--- src/rtl/traffic_phase_sequencer.sv ---
`timescale 1ns/1ps
// -----------------------------------------------------------------------------
// traffic_phase_sequencer
//
// Round-robin right-of-way sequencer for NUM_APPR intersection approaches.
// Each served approach gets GREEN, then YELLOW, then an ALL_RED clearance.
// Approaches without demand are skipped. The active approach rests in green
// while nobody else is waiting.
//
// Optional feature: define TPS_PED_EN to add the pedestrian request latch and
// the WALK interval, along with the ped_req and walk ports.
//
// Ports
//   clk      : clock
//   rst      : asynchronous, active-high reset (all lamps red at once)
//   en       : run enable; 0 freezes the timer and all state
//   demand   : per-approach vehicle demand, level-sensitive
//   ped_req  : pedestrian request pulse              (TPS_PED_EN only)
//   light    : 3-bit lamp code per approach, [3i+2:3i] = approach i
//              (001 green, 010 yellow, 100 red)
//   walk     : walk lamp                              (TPS_PED_EN only)
//   cur_appr : approach owning, or last owning, right-of-way
//   phase    : 0 ALL_RED, 1 GREEN, 2 YELLOW, 3 WALK
// -----------------------------------------------------------------------------
module traffic_phase_sequencer #(
  parameter int NUM_APPR  = 4,
  parameter int CNT_W     = 8,
  parameter int GREEN_T   = 30,
  parameter int YELLOW_T  = 5,
  parameter int ALL_RED_T = 2,
  parameter int PED_T     = 10
) (
  input  logic                        clk,
  input  logic                        rst,
  input  logic                        en,
  input  logic [NUM_APPR-1:0]         demand,
`ifdef TPS_PED_EN
  input  logic                        ped_req,
`endif
  output logic [3*NUM_APPR-1:0]       light,
`ifdef TPS_PED_EN
  output logic                        walk,
`endif
  output logic [$clog2(NUM_APPR)-1:0] cur_appr,
  output logic [2:0]                  phase
);

  localparam int AW = $clog2(NUM_APPR);

  typedef enum logic [2:0] {
    ST_ALL_RED = 3'd0,
    ST_GREEN   = 3'd1,
    ST_YELLOW  = 3'd2,
    ST_WALK    = 3'd3
  } state_t;

  localparam logic [2:0] LAMP_GREEN  = 3'b001;
  localparam logic [2:0] LAMP_YELLOW = 3'b010;
  localparam logic [2:0] LAMP_RED    = 3'b100;

  localparam logic [3*NUM_APPR-1:0] ALL_RED_LAMPS = {NUM_APPR{LAMP_RED}};

  // Timer reload values: an interval of length T counts T-1 down to 0.
  localparam logic [CNT_W-1:0] GREEN_LOAD   = CNT_W'(GREEN_T - 1);
  localparam logic [CNT_W-1:0] YELLOW_LOAD  = CNT_W'(YELLOW_T - 1);
  localparam logic [CNT_W-1:0] ALL_RED_LOAD = CNT_W'(ALL_RED_T - 1);
  localparam logic [CNT_W-1:0] PED_LOAD     = CNT_W'(PED_T - 1);
  localparam logic [CNT_W-1:0] TIMER_ONE    = CNT_W'(1);
  localparam logic [AW:0]      APPR_CNT     = (AW+1)'(NUM_APPR);

  state_t             state;
  logic [CNT_W-1:0]   timer;
  logic [AW-1:0]      nxt;
  logic [NUM_APPR-1:0] other_vec;
  logic               other_dem;
  logic               ped_pend;

  // Lamp word for a given state and owning approach.
  function automatic logic [3*NUM_APPR-1:0] lamps(input state_t st,
                                                   input logic [AW-1:0] appr);
    logic [3*NUM_APPR-1:0] l;
    l = ALL_RED_LAMPS;
    for (int i = 0; i < NUM_APPR; i++) begin
      if (appr == AW'(i)) begin
        if (st == ST_GREEN)       l[3*i +: 3] = LAMP_GREEN;
        else if (st == ST_YELLOW) l[3*i +: 3] = LAMP_YELLOW;
      end
    end
    return l;
  endfunction

  // Next approach to serve: first demanding approach after cur_appr, with
  // cur_appr itself considered last. Scanning from the far end lets the
  // nearest hit overwrite farther ones. With no demand at all, step by one.
  // NOTE: every variable written in always_comb gets a value before any
  // conditional assignment, so no path leaves it holding an old value (latch).
  always_comb begin
    logic [AW:0] sum;
    nxt = '0;
    sum = '0;
    for (int k = NUM_APPR; k >= 1; k--) begin
      sum = {1'b0, cur_appr} + (AW+1)'(k);
      if (sum >= APPR_CNT) sum = sum - APPR_CNT;
      if (demand[sum[AW-1:0]] || (k == 1 && !(|demand))) nxt = sum[AW-1:0];
    end
  end

  // Demand from anyone other than the green owner, including a waiting
  // pedestrian, ends rest-in-green.
  always_comb begin
    other_vec           = demand;
    other_vec[cur_appr] = 1'b0;
  end
  assign other_dem = (|other_vec) | ped_pend;

`ifdef TPS_PED_EN
  // Request latch. It keeps listening while en=0. On the WALK entry edge a
  // simultaneous new request wins, so it gets served on the next cycle round.
  always_ff @(posedge clk or posedge rst) begin
    if (rst)                                              ped_pend <= 1'b0;
    else if (ped_req)                                     ped_pend <= 1'b1;
    else if (en && state == ST_ALL_RED && timer == '0)    ped_pend <= 1'b0;
  end

  // The walk lamp is a decode of the registered state only.
  assign walk = (state == ST_WALK);
`else
  assign ped_pend = 1'b0;
`endif

  // NOTE: sequential state uses non-blocking assignments so that every
  // register samples the pre-edge values; the asynchronous reset drives
  // the lamps to red immediately, without waiting for a clock edge.
  always_ff @(posedge clk or posedge rst) begin
    if (rst) begin
      state    <= ST_ALL_RED;
      timer    <= ALL_RED_LOAD;
      cur_appr <= AW'(NUM_APPR - 1);
      light    <= ALL_RED_LAMPS;
    end else if (en) begin
      case (state)
        ST_ALL_RED: begin
          if (timer != '0) begin
            timer <= timer - TIMER_ONE;
          end else if (ped_pend) begin
            state <= ST_WALK;
            timer <= PED_LOAD;
            light <= ALL_RED_LAMPS;
          end else begin
            state    <= ST_GREEN;
            timer    <= GREEN_LOAD;
            cur_appr <= nxt;
            light    <= lamps(ST_GREEN, nxt);
          end
        end
        ST_GREEN: begin
          // At zero the timer holds, which is the rest-in-green condition.
          if (timer != '0) begin
            timer <= timer - TIMER_ONE;
          end else if (other_dem) begin
            state <= ST_YELLOW;
            timer <= YELLOW_LOAD;
            light <= lamps(ST_YELLOW, cur_appr);
          end
        end
        ST_YELLOW: begin
          if (timer != '0) begin
            timer <= timer - TIMER_ONE;
          end else begin
            state <= ST_ALL_RED;
            timer <= ALL_RED_LOAD;
            light <= ALL_RED_LAMPS;
          end
        end
        ST_WALK: begin
          if (timer != '0) begin
            timer <= timer - TIMER_ONE;
          end else begin
            state    <= ST_GREEN;
            timer    <= GREEN_LOAD;
            cur_appr <= nxt;
            light    <= lamps(ST_GREEN, nxt);
          end
        end
        default: begin
          // Corrupted encoding: fall back to a safe clearance interval.
          state <= ST_ALL_RED;
          timer <= ALL_RED_LOAD;
          light <= ALL_RED_LAMPS;
        end
      endcase
    end
  end

  assign phase = state;

endmodule

--- config.mk ---
export PLATFORM = sky130hd
export DESIGN_NAME = traffic_phase_sequencer
export DESIGN_NICKNAME = d
export VERILOG_FILES = /design/src/rtl/traffic_phase_sequencer.sv
export SDC_FILE = /design/constraint.sdc
export NUM_CORES = 1
export LEC_CHECK = 0
export ABC_AREA = 0
export ABC_CLOCK_PERIOD_IN_PS = 3950
export BUFFER_PORTS_ARGS = -buffer_cell sky130_fd_sc_hd__buf_2
export CAP_MARGIN = 20
export CORE_MARGIN = 5
export CORE_UTILIZATION = 38
export DETAILED_ROUTE_END_ITERATION = 10
export PLACE_DENSITY = 0.62
export SLEW_MARGIN = 20
export SYNTH_ARGS = -nofsm -noshare
export SYNTH_HDL_FRONTEND = slang
export SYNTH_SLANG_ARGS = --single-unit
--- constraint.sdc ---
create_clock -name clk -period 3.95 [get_ports clk]
set_input_delay 0.79 -clock clk [delete_from_list [all_inputs] [get_ports clk]]
set_output_delay 0.79 -clock clk [all_outputs]
set_load 0.02 [all_outputs]
==> summary.md, run 1 <==
| Metric | Value |
|---|---|
| RSZ-0062 raised after global routing | `false` |
| Post-Synth Adder-Cell Area | `0.0607` |
| Detailed placer's ending HPWL | `2650 um` |
| Post-synth EDFFs | `0` |
| Hold Slack | `0.477 ns` |
| Seq/Total Area, Yosys | `0.370` |
| Reg2Reg Depth | `7` |
| Worst clock skew | `0.00417 ns` |
| FP Rows | `24` |
| Finish-stage setup viols | `0` |
| Global route overflow | `0` |
| Area of placed instances | `0.00178 mm^2` |
| Fmax | `356 MHz` |
| Compound-Gate Fraction of Synth Area | `0.236` |
| Routed wire length | `3490 um` |
| Initial Util | `0.384` |
| Simple-Gate Fraction of Synth Area | `0.162` |
| Overall Global Routing Usage | `0.133` |
| Die area | `0.00575 mm^2` |
| Largest net degree at the start of global routing | `25` |
| Post-CTS repair timing setup buffer count | `0` |
| First-pass GRT wire length | `5980 um` |
| Slew HR | `0.404` |
| Via count | `1326` |
| Top FF cell, synth | `dfrtp_1` |
| Mapped Area | `0.00165 mm^2` |
| Root Driver | `clkbuf_8` |
| Ys async rst share | `1.00` |
| Max-capacitance violation count | `0` |
| Initial antenna violation count | `0` |
| Worst hold stages | `2` |
| Actual slew at the worst max-slew pin | `0.892 ns` |
| Post-Route Utilization | `0.431` |
| PwrDens | `926 mW/mm^2` |
| IO Port Bufs | `22` |
| H-tree Lvls | `1` |
| Cells after Synth | `181` |
| Slew Viols, Final | `0` |
| Pre-Repair DR Iteration Count | `4` |
| Number of global-route vias before repair | `1295` |
| Final Cycle Share | `0.711` |
| Status | `finished clean` |
| Setup TNS | `0 ns` |
| # hold bufs at CTS | `0` |
| Area contributors post-synth | `dfrtp_1 (26%), dfstp_2 (11%), ha_1 (6.1%)` |
| Final hold vios | `0` |
| I/O pins | `24` |
| Total power | `1.71 mW` |
| Clk slew on worst S/H paths | `0.09 ns` |
| Clk buf depth | `2` |
| Final instance area | `0.00185 mm^2` |
| Hold Path Class | `flip-flop to flip-flop` |
| CTS sink count | `24` |
| Tmin final | `2.81 ns` |
| CTS tree | `done` |
| Drc violations | `0` |
| Die height | `75.9 um` |
| Share of cells above drive strength 1 | `0.222` |
| Critical path startpoint category | `flip-flop` |
| Area Overhead vs Synth | `12.2%` |
| Crit Path Category | `flip-flop to flip-flop` |
| Layout Nets | `214` |
| Yosys top cell area share | `0.258` |
| Post-Syn Nets | `196` |
| Die Width | `75.9 um` |
| Leakage | `0.870 nW` |
| Largest family of logic cells by synthesized area | `compound AO/OA/AOI/OAI gates` |
| Critical Path Sink Type | `flip-flop` |
| CP arrival | `2.98 ns` |
| Mean number of vias per cell | `5.30` |
| Synth Area in XOR/XNOR | `0` |
| TritonCTS buffer count | `3` |
| Biggest area consumer among synthesized cells | `dfrtp_1` |
| Peak supply drop | `0.249 mV` |
| Drt wl/cell | `13.9 um` |
| Synth cell count leaders | `nand2_1 (19), dfrtp_1 (17), o21ai_0 (16)` |
| Synthesized flop and latch total | `24` |
| ANT nets after route | `0` |
| Core ar. | `0.00429 mm^2` |
| Resized cells post-CTS | `0` |
| Routability cong. | `0.892` |
| Clk_lat worst skew | `0.27 ns` |
| Synth cell types | `46` |
| Starting DRC count in detailed routing | `88` |
| Worst Path Required | `4.12 ns` |
| Avg Inst Size Synth | `9.10 um^2` |
| Synth Warn # | `0` |
| ANT cells | `0` |
| Proportion of synthesized area in mux cells | `0.103` |
| CP max FO | `14` |
| Count leader, synth | `nand2_1` |
==> area by class of cell <==
cell class                      count  area [um^2]
Clock buffer                        3         41.3
Clock inverter                      1         30.0
Fill cell                         445         2440
Inverter                           15         56.3
Multi-Input combinational cell    132          930
Sequential cell                    24          609
Tap cell                           52         65.1
Timing Repair Buffer               23          118
==> cell families (layout without fill, tap and decap cells) <==
logic type	after synthesis	in the layout
other cells	1	1
mux	14	14
fa+ha+maj	8	8
buf+inv	25	42
simple gates	55	55
compound gates	54	54
flops	24	24
==> stage by stage <==
step / setup slack (ns) / std cells
floorplan: 1.17 / 181
global placement: 1.19 / 246
detailed placement: 1.15 / 246
CTS: 1.14 / 250
global route: 0.880 / 250
finish: 1.14 / 250
==> report_power, final <==
part           total [mW]  switching [mW]  internal [mW]
Sequential          0.475          0.0976          0.377
Clock               0.219          0.0839          0.136
Combinational        1.02           0.627          0.391
Total                1.71           0.809          0.904
==> worst paths after layout <==
kind                                         start              endpoint  slack [ns]
max                        cur_appr[0]$_DFFE_PP1P_  light[6]$_DFFE_PP0P_        1.14
min                           light[3]$_DFFE_PP0P_  light[3]$_DFFE_PP0P_        0.48
max reg2reg                cur_appr[0]$_DFFE_PP1P_  light[6]$_DFFE_PP0P_        1.14
min reg2reg                   light[3]$_DFFE_PP0P_  light[3]$_DFFE_PP0P_        0.48
max in group asynchronous                      rst  phase[0]$_DFFE_PP0P_        2.71
min in group asynchronous                      rst  light[3]$_DFFE_PP0P_        0.70
==> cell usage in the layout, fill, tap and decap left out, drive strengths merged, types with 3 or more instances in the layout <==
cell type and count:
buf 23, nand2 19, dfrtp 17, o21ai 16, inv 15, nor2 12
a21oi 9, mux2i 8, ha 8, dfstp 7, nor3 6, or3 5
o31ai 5, mux2 4, nor2b 3, o2111ai 3, nor4 3, clkbuf 3
==> per-layer routing <==
metal  part of all wire  vias up  global-route usage
met3              0.039        4              0.0145
met5                  0        -                   0
met4              0.011        0              0.0466
met2               0.45       21               0.209
met1               0.50      611               0.189
li1                   -      690                   -
==> critical path, stage by stage, from the launching register on <==
cell and delay [ns]:
dfstp_2 0.70, inv_1 0.14, ha_1 0.41, mux4_2 0.51, nor2_1 0.21, o31ai_1 0.16
mux2_2 0.35, a32o_1 0.23
==> state kept, by name (all words and copies together), names as in the netlist <==
signal	count
cur_appr	2
light	12
phase	2
timer	8
Power figures use the tool's default switching activity.
==> inputs of run 2 (changes only) <==
- ABC_CLOCK_PERIOD_IN_PS: 3950 -> 2500
- PLACE_DENSITY: 0.62 -> 0.64
- clock period: 3.95 -> 2.5 ns (I/O delays scaled with it)
==> run 2 against run 1 <==
Hold slack worse by 0.28 ns. Clock power up 22%. Total power rose by 68%. Clock skew hardly changed. Utilization rose by 3.3 points. Count of clock-buffer cells in the layout grew 1. Critical path type unchanged.
==> summary.md, run 2 (synthesis gave the netlist of run 1 again) <==
| Metric | Value |
|---|---|
| Commonest non-fill, non-tap cell in the layout | `buf_2` |
| Clk buf depth | `2` |
| IO Port Bufs | `22` |
| ANT cells | `0` |
| Met2 usage | `0.213` |
| Crit path largest cell delay | `0.56 ns` |
| TritonCTS buffer count | `3` |
| Fin cells | `266` |
| Detailed placer's ending HPWL | `2910 um` |
| Layout Nets | `230` |
| Post-Route Utilization | `0.463` |
| Post-Place Cells | `256` |
| GR Layer Usage met3 | `0.0264` |
| Finish-stage setup viols | `0` |
| CP Buf/Inv Count | `1` |
| Most frequent cells in the layout | `buf_2 (22), nand2_1 (19), dfrtp_1 (17), buf_4 (17), o21ai_0 (15)` |
| Number of global-route vias before repair | `1302` |
| Largest register FFs | `12` |
| Status | `finished clean` |
| Crit Path Category | `flip-flop to flip-flop` |
| Tmin final | `2.42 ns` |
| Area of placed instances | `0.00188 mm^2` |
| Via count | `1428` |
| Cell Chain, Critical Path | `inv_1 -> ha_4 -> mux4_2 -> nor2_4 -> o31ai_2 -> mux2_4 -> a32o_1` |
| Slew Viols, Final | `0` |
| Total power | `2.88 mW` |
| CTS sink count | `24` |
| Worst clock skew | `0.00439 ns` |
| Initial Util | `0.384` |
| Peak supply drop | `0.529 mV` |
| PwrDens | `1450 mW/mm^2` |
| First-pass GRT wire length | `6330 um` |
| Mean number of vias per cell | `5.37` |
| Share of cells above drive strength 1 | `0.308` |
| Gr busiest metal | `met2` |
| Die height | `75.9 um` |
| Met1 usage | `0.206` |
| H-tree Lvls | `1` |
| Routability cong. | `0.848` |
| Delay-heaviest family, CP | `multiplexers` |
| Root Driver | `clkbuf_8` |
| RSZ-0062 raised after global routing | `false` |
| Fin worst setup slack | `0.0776 ns` |
| Routed wire length | `3770 um` |
| CP arrival | `2.59 ns` |
| FP Rows | `24` |
| Initial antenna violation count | `0` |
| Pre-Repair DR Iteration Count | `4` |
| ANT nets after route | `0` |
| Core ar. | `0.00429 mm^2` |
| Setup TNS | `0 ns` |
| Worst Path Required | `2.67 ns` |
| Die area | `0.00575 mm^2` |
| Drc violations | `0` |
| Area Overhead vs Synth | `20.7%` |
| Leakage | `0.949 nW` |
| Critical Path Sink Type | `flip-flop` |
| Biggest regs | `light (12), timer (8)` |
| Max-capacitance violation count | `0` |
| Die Width | `75.9 um` |
| Overall Global Routing Usage | `0.143` |
| I/O pins | `24` |
| Drt wl/cell | `14.2 um` |
| Final instance area | `0.00199 mm^2` |
| Critical path startpoint category | `flip-flop` |
| Final Cycle Share | `0.969` |
| CP max-delay cell | `dfstp_2` |
| Clk_lat worst skew | `0.27 ns` |
| Global route overflow | `0` |
| Fmax | `413 MHz` |
| Top reg by flops | `light` |
| Hold Path Class | `input port to async pin` |
| DP Worst Slack | `0.0120 ns` |
| CTS tree | `done` |
| CP max FO | `6` |
| Hold Slack | `0.202 ns` |
| Clk slew on worst S/H paths | `0.09 ns` |
| Starting DRC count in detailed routing | `77` |
| Final hold vios | `0` |
| Largest net degree at the start of global routing | `20` |
run 2: path summary, 6_finish.rpt:
kind / startpoint / end / slack, ns / cells past startpoint
worst max-delay path: cur_appr[1]$_DFFE_PP1P_ / light[6]$_DFFE_PP0P_ / 0.08 / 7
worst min register to register: light[10]$_DFFE_PP0P_ / light[10]$_DFFE_PP0P_ / 0.48 / 2
min in group clk: light[10]$_DFFE_PP0P_ / light[10]$_DFFE_PP0P_ / 0.48 / 2
worst min-delay path: rst / timer[5]$_DFFE_PP0P_ / 0.20 / 2
max in group asynchronous: rst / cur_appr[1]$_DFFE_PP1P_ / 1.70 / 3
worst max register to register: cur_appr[1]$_DFFE_PP1P_ / light[6]$_DFFE_PP0P_ / 0.08 / 7
run 2: power breakdown:
| part | internal, mW | switching [mW] | total [mW] |
|---|---|---|---|
| combinational | 0.802 | 1.09 | 1.90 |
| clock | 0.141 | 0.126 | 0.267 |
| sequential | 0.594 | 0.127 | 0.722 |
run 2: per-layer routing:
metal	share of wire	wire length (um)
met1	0.50	1870
met5	0	0
met2	0.45	1680
met4	0.017	65
met3	0.041	154
run 2: cell type report:
| type | count | area, um^2 |
|---|---|---|
| repair buffers | 39 | 238 |
| flip-flops and latches | 24 | 609 |
| multi-input cells | 132 | 966 |
| fillers | 420 | 2300 |
| inverters | 15 | 56.3 |
| clock buffers | 4 | 55.1 |
| well taps | 52 | 65.1 |
run 2: timing repair:
action	in CTS	in global routing
gates resized for setup	0	4
setup buffers	0	6
hold buffers	0	0
endpoints found under the setup margin	0	9
==> inputs of run 3 (changes only) <==
- CORE_ASPECT_RATIO: unset -> 1.1
==> run 3 against run 2 <==
Total power shrank 3.8%. Count of clock-buffer cells in the layout is the same. Final area shrank 2.1%. Highest routed layer unchanged.
==> summary.md, run 3 (synthesis gave the netlist of run 1 again) <==
| Metric | Value |
|---|---|
| # hold bufs at CTS | `0` |
| Initial Util | `0.387` |
| Routability cong. | `0.836` |
| Status | `finished clean` |
| Root Driver | `clkbuf_8` |
| ANT cells | `0` |
| H-tree Lvls | `1` |
| Die height | `79.1 um` |
| CP Buf/Inv Count | `1` |
| Top reg by flops | `light` |
| Met2 Routed Length | `1810 um` |
| Clk slew on worst S/H paths | `0.09 ns` |
| Die Width | `72.8 um` |
| FP Rows | `25` |
| TritonCTS buffer count | `3` |
| I/O pins | `24` |
| Drt wl/cell | `14.3 um` |
| Drc violations | `0` |
| Final hold vios | `0` |
| Global route overflow | `0` |
| Largest net degree at the start of global routing | `22` |
| Worst Path Required | `2.68 ns` |
| First-pass GRT wire length | `6380 um` |
| Total power | `2.77 mW` |
| Largest register FFs | `12` |
| Via count | `1438` |
| Clk buf depth | `2` |
| IO Port Bufs | `22` |
| Delay-heaviest family, CP | `multiplexers` |
| Peak supply drop | `0.570 mV` |
| Area Overhead vs Synth | `18.2%` |
| Core ar. | `0.00425 mm^2` |
| Die area | `0.00575 mm^2` |
| CP arrival | `2.59 ns` |
| Commonest non-fill, non-tap cell in the layout | `buf_2` |
| Crit path largest cell delay | `0.59 ns` |
| Fin worst setup slack | `0.0923 ns` |
| Mean number of vias per cell | `5.47` |
| Critical path startpoint category | `flip-flop` |
| Share of cells above drive strength 1 | `0.292` |
| Most frequent cells in the layout | `buf_2 (22), nand2_1 (19), dfrtp_1 (17), o21ai_0 (16), inv_1 (13)` |
| Max layer used | `met4` |
| Layout Nets | `225` |
| Actual slew at the worst max-slew pin | `0.811 ns` |
| Cell Chain, Critical Path | `inv_2 -> ha_4 -> mux4_2 -> nor2_4 -> o31ai_2 -> mux2_4 -> o31ai_2` |
| Initial antenna violation count | `0` |
| Reg2reg setup slack | `0.09 ns` |
| Routed wire length | `3760 um` |
| CTS tree | `done` |
| Critical Path Sink Type | `flip-flop` |
| Tmin final | `2.41 ns` |
| CP dominant cell by count | `o31ai_2` |
| Launch point of the worst path | `cur_appr[1]$_DFFE_PP1P_` |
| Slew HR | `0.459` |
| Detailed placer's ending HPWL | `2850 um` |
| CP max-delay cell | `dfstp_2` |
| Clk_lat worst skew | `0.27 ns` |
| DP Worst Slack | `0.0155 ns` |
| DRT met1 WL | `1770 um` |
| CP max FO | `6` |
| Overall Global Routing Usage | `0.139` |
| R2R Path Start | `cur_appr[1]$_DFFE_PP1P_` |
| Fmax | `415 MHz` |
| Worst R2R End | `light[3]$_DFFE_PP0P_` |
| Finish-stage setup viols | `0` |
| Hold Path Class | `input port to async pin` |
| CTS sink count | `24` |
| Number of global-route vias before repair | `1362` |
| ANT nets after route | `0` |
| Pre-Repair DR Iteration Count | `4` |
| PwrDens | `1420 mW/mm^2` |
| Worst clock skew | `0.00242 ns` |
| Final Cycle Share | `0.963` |
| Biggest regs | `light (12), timer (8)` |
| Slew Viols, Final | `0` |
| Reg2Reg Depth | `7` |
| Crit Path Category | `flip-flop to flip-flop` |
| Starting DRC count in detailed routing | `47` |
| Metal3 WL | `100 um` |
| Leakage | `0.917 nW` |
| Max-capacitance violation count | `0` |
run 3: what timing repair did:
action                                 in CTS  in global routing
setup buffers                               0                  2
setup endpoints to repair                   0                  5
gates resized for setup                     0                  4
endpoints found under the hold margin       0                  0
run 3: through the flow:
step | area, um^2 | hold WS (ns) | util | setup TNS (ns) | cells
6_report | 1950 | 0.376 | 0.458 | 0 | 263
5_1_grt | 1950 | 0.447 | 0.458 | -0.00277 | 263
4_1_cts | 1920 | 0.407 | 0.451 | 0 | 261
3_5_place_dp | 1870 | 0.465 | 0.440 | 0 | 257
3_3_place_gp | 1870 | 0.459 | 0.440 | 0 | 257
2_1_floorplan | 1680 | 0.462 | - | -0.0289 | 181
run 3: power breakdown:
part | switching [mW] | internal (mW) | leakage (nW)
clock | 0.126 | 0.114 | 0.0228
sequential | 0.133 | 0.595 | 0.299
combinational | 1.07 | 0.733 | 0.595
run 3: layer usage:
metal / global-route usage / vias up
li1: - / 710
met1: 0.181 / 698
met2: 0.227 / 26
met3: 0.0165 / 4
met4: 0.0701 / 0
met5: 0 / -
run 3: cell type report:
class | instances | area, um^2
multi-input combinational | 132 | 970
tap | 54 | 67.6
inverter | 15 | 56.3
fill | 439 | 2310
timing repair buffer | 34 | 200
sequential | 24 | 609
clock buffer | 4 | 45.0
run 3: worst max-delay path by stage:
stage          depth (start not counted)                     to
5_1_grt                                8  light[11]$_DFFE_PP1P_
2_1_floorplan                          8   light[6]$_DFFE_PP0P_
6_report                               7   light[3]$_DFFE_PP0P_
3_3_place_gp                           7   light[6]$_DFFE_PP0P_
4_1_cts                                7   light[3]$_DFFE_PP0P_
3_5_place_dp                           7   light[3]$_DFFE_PP0P_
